### src/rtl/cpu_ctrl_pkg.sv
// Shared types and defaults for the 9-bit-instruction CPU control path.
package cpu_ctrl_pkg;
  localparam int INSTR_W  = 9;
  localparam int DEF_PC_W = 10;

  typedef enum logic [2:0] {
    IDLE,
    FETCH,
    EXEC,
    MEM,
    DONE,
    ERROR
  } seq_state_t;
endpackage

### src/rtl/mem_timeout_ctr.sv
// Counts MEM-state cycles spent waiting for a data-memory ack; flags the limit cycle.
module mem_timeout_ctr #(
  parameter int MEM_TIMEOUT = 16,
  parameter int CW = (MEM_TIMEOUT > 1) ? $clog2(MEM_TIMEOUT) : 1
) (
  input  logic gclk,
  input  logic grst_n,
  input  logic clr,
  input  logic en,
  output logic limit
);
  logic [CW-1:0] cnt;

  assign limit = (cnt == CW'(MEM_TIMEOUT - 1));

  // Saturates at the limit so a late ack can never see a wrapped count.
  always_ff @(posedge gclk or negedge grst_n) begin
    if (!grst_n)             cnt <= '0;
    else if (clr)            cnt <= '0;
    else if (en && !limit)   cnt <= cnt + CW'(1);
  end
endmodule

### src/rtl/instr_sequencer.sv
// Multi-cycle fetch/exec/mem/retire sequencer: owns PC and IR, qualifies decoder strobes.
module instr_sequencer
  import cpu_ctrl_pkg::*;
#(
  parameter int PC_W        = DEF_PC_W,
  parameter int START_ADDR  = 0,
  parameter int END_ADDR    = 1023,
  parameter int MEM_TIMEOUT = 16
) (
  input  logic               Clk,
  input  logic               Reset_n,
  input  logic               Start,
  input  logic [INSTR_W-1:0] Instr,
  input  logic               RegWriteDec,
  input  logic               MemWriteDec,
  input  logic               LoadDec,
  input  logic               BranchDec,
  input  logic               Zero,
  input  logic [PC_W-1:0]    BranchTarget,
  input  logic               MemAck,
  output logic [PC_W-1:0]    PC,
  output logic [INSTR_W-1:0] Ir,
  output logic               RegWriteEn,
  output logic               MemWriteEn,
  output logic               MemReadEn,
  output logic               Busy,
  output logic               Done,
  output logic               Error
);
  seq_state_t         state_q, state_d;
  logic [PC_W-1:0]    pc_q, pc_d;
  logic [INSTR_W-1:0] ir_q, ir_d;
  logic               tmo_limit;
  logic               is_mem_op;
  seq_state_t         retire_st;

  mem_timeout_ctr #(.MEM_TIMEOUT(MEM_TIMEOUT)) u_tmo (
    .gclk   (Clk),
    .grst_n (Reset_n),
    .clr    (state_q != MEM),
    .en     ((state_q == MEM) && !MemAck),
    .limit  (tmo_limit)
  );

  assign is_mem_op = LoadDec | MemWriteDec;
  // The retiring PC decides end-of-program, regardless of where a branch goes.
  assign retire_st = (pc_q == PC_W'(END_ADDR)) ? DONE : FETCH;

  always_ff @(posedge Clk or negedge Reset_n) begin
    if (!Reset_n) begin
      state_q <= IDLE;
      pc_q    <= '0;
      ir_q    <= '0;
    end else begin
      state_q <= state_d;
      pc_q    <= pc_d;
      ir_q    <= ir_d;
    end
  end

  always_comb begin
    state_d    = state_q;
    pc_d       = pc_q;
    ir_d       = ir_q;
    RegWriteEn = 1'b0;
    MemReadEn  = 1'b0;
    MemWriteEn = 1'b0;
    case (state_q)
      IDLE, DONE, ERROR: begin
        if (Start) begin
          pc_d    = PC_W'(START_ADDR);
          state_d = FETCH;
        end
      end
      FETCH: begin
        ir_d    = Instr;
        state_d = EXEC;
      end
      EXEC: begin
        if (is_mem_op) begin
          state_d = MEM;
        end else begin
          RegWriteEn = RegWriteDec;
          pc_d       = (BranchDec && Zero) ? BranchTarget : pc_q + PC_W'(1);
          state_d    = retire_st;
        end
      end
      MEM: begin
        MemReadEn  = LoadDec;
        MemWriteEn = MemWriteDec;
        // Ack beats the timeout when both land in the same cycle.
        if (MemAck) begin
          RegWriteEn = LoadDec;
          pc_d       = pc_q + PC_W'(1);
          state_d    = retire_st;
        end else if (tmo_limit) begin
          state_d = ERROR;
        end
      end
      default: state_d = IDLE;
    endcase
  end

  assign PC    = pc_q;
  assign Ir    = ir_q;
  assign Busy  = (state_q == FETCH) || (state_q == EXEC) || (state_q == MEM);
  assign Done  = (state_q == DONE);
  assign Error = (state_q == ERROR);
endmodule

### config.mk
export PLATFORM = sky130hd
export DESIGN_NAME = instr_sequencer
export DESIGN_NICKNAME = d
export VERILOG_FILES = /design/src/rtl/cpu_ctrl_pkg.sv /design/src/rtl/mem_timeout_ctr.sv /design/src/rtl/instr_sequencer.sv
export SDC_FILE = /design/constraint.sdc
export NUM_CORES = 1
export LEC_CHECK = 0
export ABC_AREA = 1
export BUFFER_PORTS_ARGS = -buffer_cell sky130_fd_sc_hd__clkbuf_2
export CELL_PAD_IN_SITES_DETAIL_PLACEMENT = 1
export CELL_PAD_IN_SITES_GLOBAL_PLACEMENT = 1
export CORE_MARGIN = 3
export CORE_UTILIZATION = 35
export CTS_CLUSTER_SIZE = 16
export DETAILED_ROUTE_END_ITERATION = 16
export PLACE_DENSITY_LB_ADDON = 0.3
export SLEW_MARGIN = 20
export SYNTH_ARGS = -nofsm -noshare
export SYNTH_HDL_FRONTEND = slang
export SYNTH_SLANG_ARGS = --single-unit
export TNS_END_PERCENT = 1
### constraint.sdc
create_clock -name Clk -period 3.82 [get_ports Clk]
set_clock_uncertainty 0.15 [all_clocks]
set_input_delay 0.191 -clock Clk [delete_from_list [all_inputs] [get_ports Clk]]
set_output_delay 0.191 -clock Clk [all_outputs]
set_load 0.02 [all_outputs]
==> metrics.md <==
| Metric | Value |
|---|---|
| Setup TNS Final | `0 ns` |
| Startpoint Class | `register` |
| Final min period | `2.154 ns` |
| Hpwl dp | `3554 um` |
| Initial core utilization | `37.08%` |
| Share of cells above drive strength 1 | `30.80%` |
| Core Region | `4444 um2` |
| Total number of vias | `1629` |
| Inserted Clock Buffers | `3` |
| FF-to-FF setup slack | `1.86 ns` |
| Critical Setup Path Class | `register to output port` |
| Hold Crit Class | `input pin to register` |
| Most common cell after layout, fill and taps aside | `nand2_1` |
| Placer Congestion | `0.7895` |
| Hold depth | `5` |
| Diodes inserted | `0` |
| Warnings from Yosys | `0` |
| H-tree Lvls | `1` |
| Worst-skew pair later-pin latency | `0.27 ns` |
| Combinational power share | `54.2%` |
| Clock share of power | `14.4%` |
| Pint | `0.8375 mW` |
| Commonest non-fill, non-tap cells in the layout | `nand2_1 (71), clkbuf_2 (52), dfrtp_1 (26)` |
| Worst-margin pin slew | `0.6792 ns` |
| DRT antenna net count | `0` |
| Max Cap Viol | `0` |
| Status | `finished clean` |
| First-pass GRT wire length | `7534 um` |
| Grt total ovfl | `0` |
| Sequential share of the synthesized area | `39.48%` |
| DR WL/cell | `14.13 um` |
| RR Endpoint | `PC[7]` |
| Initial antenna violation count | `0` |
| DRC | `0` |
| Lkg Pwr | `1.133 nW` |
| Die height | `74.62 um` |
| Post-Route WL | `4635 um` |
| RSZ-0062 raised after global routing | `no` |
| Critical path fanouts, max | `6` |
| Pwr dens | `767.7 nW/um2` |
| Flops & latches, synth | `26` |
| Clock Tree Root | `clkbuf_8` |
| CTS max path bufs | `2` |
| IR drop worst, VDD | `0.3677 mV` |
| Largest net degree at the start of global routing | `27` |
| Clock sinks | `26` |
| Post-synthesis instance area | `1648 um2` |
| Final-stage net count | `307` |
| Area delta synth->final | `28.78%` |
| Peak Freq | `464.2 MHz` |
| Worst relative slew slack | `54.72%` |
| Synth Instances | `212` |
| Setup crit end kind | `output port` |
| First-pass DRT Iterations | `4` |
| Clock Pin Slew Worst Setup and Hold Paths | `0.10 ns` |
| Die area | `5567 um2` |
| Vias per cell | `4.966` |
| Final Slew Violations | `0` |
| Sw power | `0.7916 mW` |
| Vias in the first global route | `1655` |
| Final hold vios | `0` |
| Initial DRC Count | `75` |
| CTS tree | `done` |
| Share of power burned in registers | `31.4%` |
| Cts repair resizes | `0` |
| Tcrit/Tclk final | `56.39%` |
| I/O Buffers | `52` |
| Sw Share | `48.59%` |
| Worst R2R Path Depth | `7` |
| Avg Cell Area, Syn | `7.773 um2` |
| Synthesized Nets | `242` |
| Hold Startpoint | `BranchTarget[3]` |
| Fillers | `585` |
| # rows | `24` |
| Chip width | `74.62 um` |
| Hold Slack | `0.06684 ns` |
| All-Layer GR Usage | `17.63%` |
| Crit Reg-Reg Startpoint | `state_q[0]` |
| WHS Endpoint | `PC[3]` |
| CP arrival | `1.81 ns` |
| Final Setup Violations | `0` |
| Io pins | `53` |
| Synth unique cells | `27` |
| Req. time, crit path | `3.48 ns` |
metrics by stage:
| stage | std cells | setup WS (ns) | utilization, % | total power [mW] | cell area (um2) |
|---|---|---|---|---|---|
| final | 328 | 1.666 | 47.75 | 1.629 | 2122 |
| after global routing | 328 | 1.532 | 47.75 | 1.768 | 2122 |
| after CTS | 328 | 1.672 | 47.75 | 1.651 | 2122 |
| after detailed placement | 314 | 1.869 | 43.89 | 1.402 | 1951 |
| after global placement | 314 | 1.961 | 43.89 | 1.383 | 1951 |
| after floorplan | 212 | 2.089 | - | 1.163 | 1648 |
routing by layer:
layer	vias up	part of all wire, %	global-route usage, %
met2	38	52	33.27
met4	0	0	2.569
met1	779	44	21.30
met3	0	3.6	3.071
met5	-	0	0
li1	812	-	-
synth_stat cells:
master | n | area, um2
nand4_1 | 4 | 25.02
o21ai_0 | 11 | 55.05
nand3_2 | 2 | 20.02
nor3_1 | 2 | 10.01
o21bai_1 | 1 | 7.510
xor2_1 | 2 | 17.52
o21ai_2 | 6 | 52.55
ha_1 | 2 | 25.02
or2_0 | 1 | 6.260
nand2_1 | 71 | 266.5
inv_1 | 24 | 90.09
nor2_8 | 1 | 20.02
a21oi_1 | 5 | 25.02
buf_6 | 2 | 22.52
nor2_4 | 2 | 22.52
inv_2 | 3 | 11.26
a22o_1 | 1 | 8.760
nand2_4 | 2 | 22.52
dfrtp_1 | 26 | 650.6
nor2_1 | 14 | 52.55
nor3_4 | 1 | 16.27
a21oi_4 | 1 | 16.27
nand2_2 | 1 | 6.260
or2_2 | 1 | 6.260
a32o_1 | 1 | 10.01
mux2_2 | 9 | 101.4
nand3_1 | 16 | 80.08
repair_timing:
action / CTS / global route
buffers inserted: 0 / 0
hold buffers: 10 / 0
endpoints found under the setup margin: 0 / 0
hold endpoints to repair: 35 / 0
logic make-up (layout without fill, tap and decap cells):
family          Yosys count  in the layout  synth area share, %
xor+xnor                  2              2                1.063
flops                    26             26                39.48
mux                       9              9                6.151
simple gates            118            118                33.64
compound gates           26             26                10.63
buf+inv                  29             93                7.517
fa+ha+maj                 2              2                1.518
flip-flops by register name, summed over array words and instances, names as in the netlist:
name,count
PC,10
Ir,9
u_tmo.cnt,4
state_q,3
worst max-delay path: stages (launching register included):
cell	delay, ns
dfrtp_1	0.48
inv_2	0.16
nand2_1	0.18
nor2_1	0.33
a32o_1	0.22
clkbuf_2	0.16
worst max path at each step:
stage | start | to | slack [ns] | cells after the start
2_1_floorplan | state_q[1] | RegWriteEn | 2.09 | 5
3_3_place_gp | state_q[0] | PC[8] | 1.96 | 7
3_5_place_dp | state_q[0] | PC[7] | 1.87 | 7
4_1_cts | state_q[2] | RegWriteEn | 1.67 | 5
5_1_grt | state_q[2] | RegWriteEn | 1.53 | 5
6_report | state_q[2] | RegWriteEn | 1.67 | 5
power groups by stage:
stage          Combinational [mW]  Clock, mW  Sequential, mW
6_report                    0.883      0.235           0.511
2_1_floorplan               0.572          0           0.591
4_1_cts                     0.897      0.243           0.511
5_1_grt                     0.987      0.253           0.529
3_5_place_dp                0.886          0           0.516
3_3_place_gp                0.871          0           0.512
area by class of cell:
class / count / area, um2 / share of cell area (%)
well taps: 52 / 65.06 / 3.066
clock inverters: 1 / 30.03 / 1.415
inverters: 27 / 101.3 / 4.776
flip-flops and latches: 26 / 650.6 / 30.66
repair buffers: 62 / 360.3 / 16.98
clock buffers: 3 / 41.29 / 1.946
multi-input cells: 157 / 873.3 / 41.16
(Power assumes the default switching activity.)
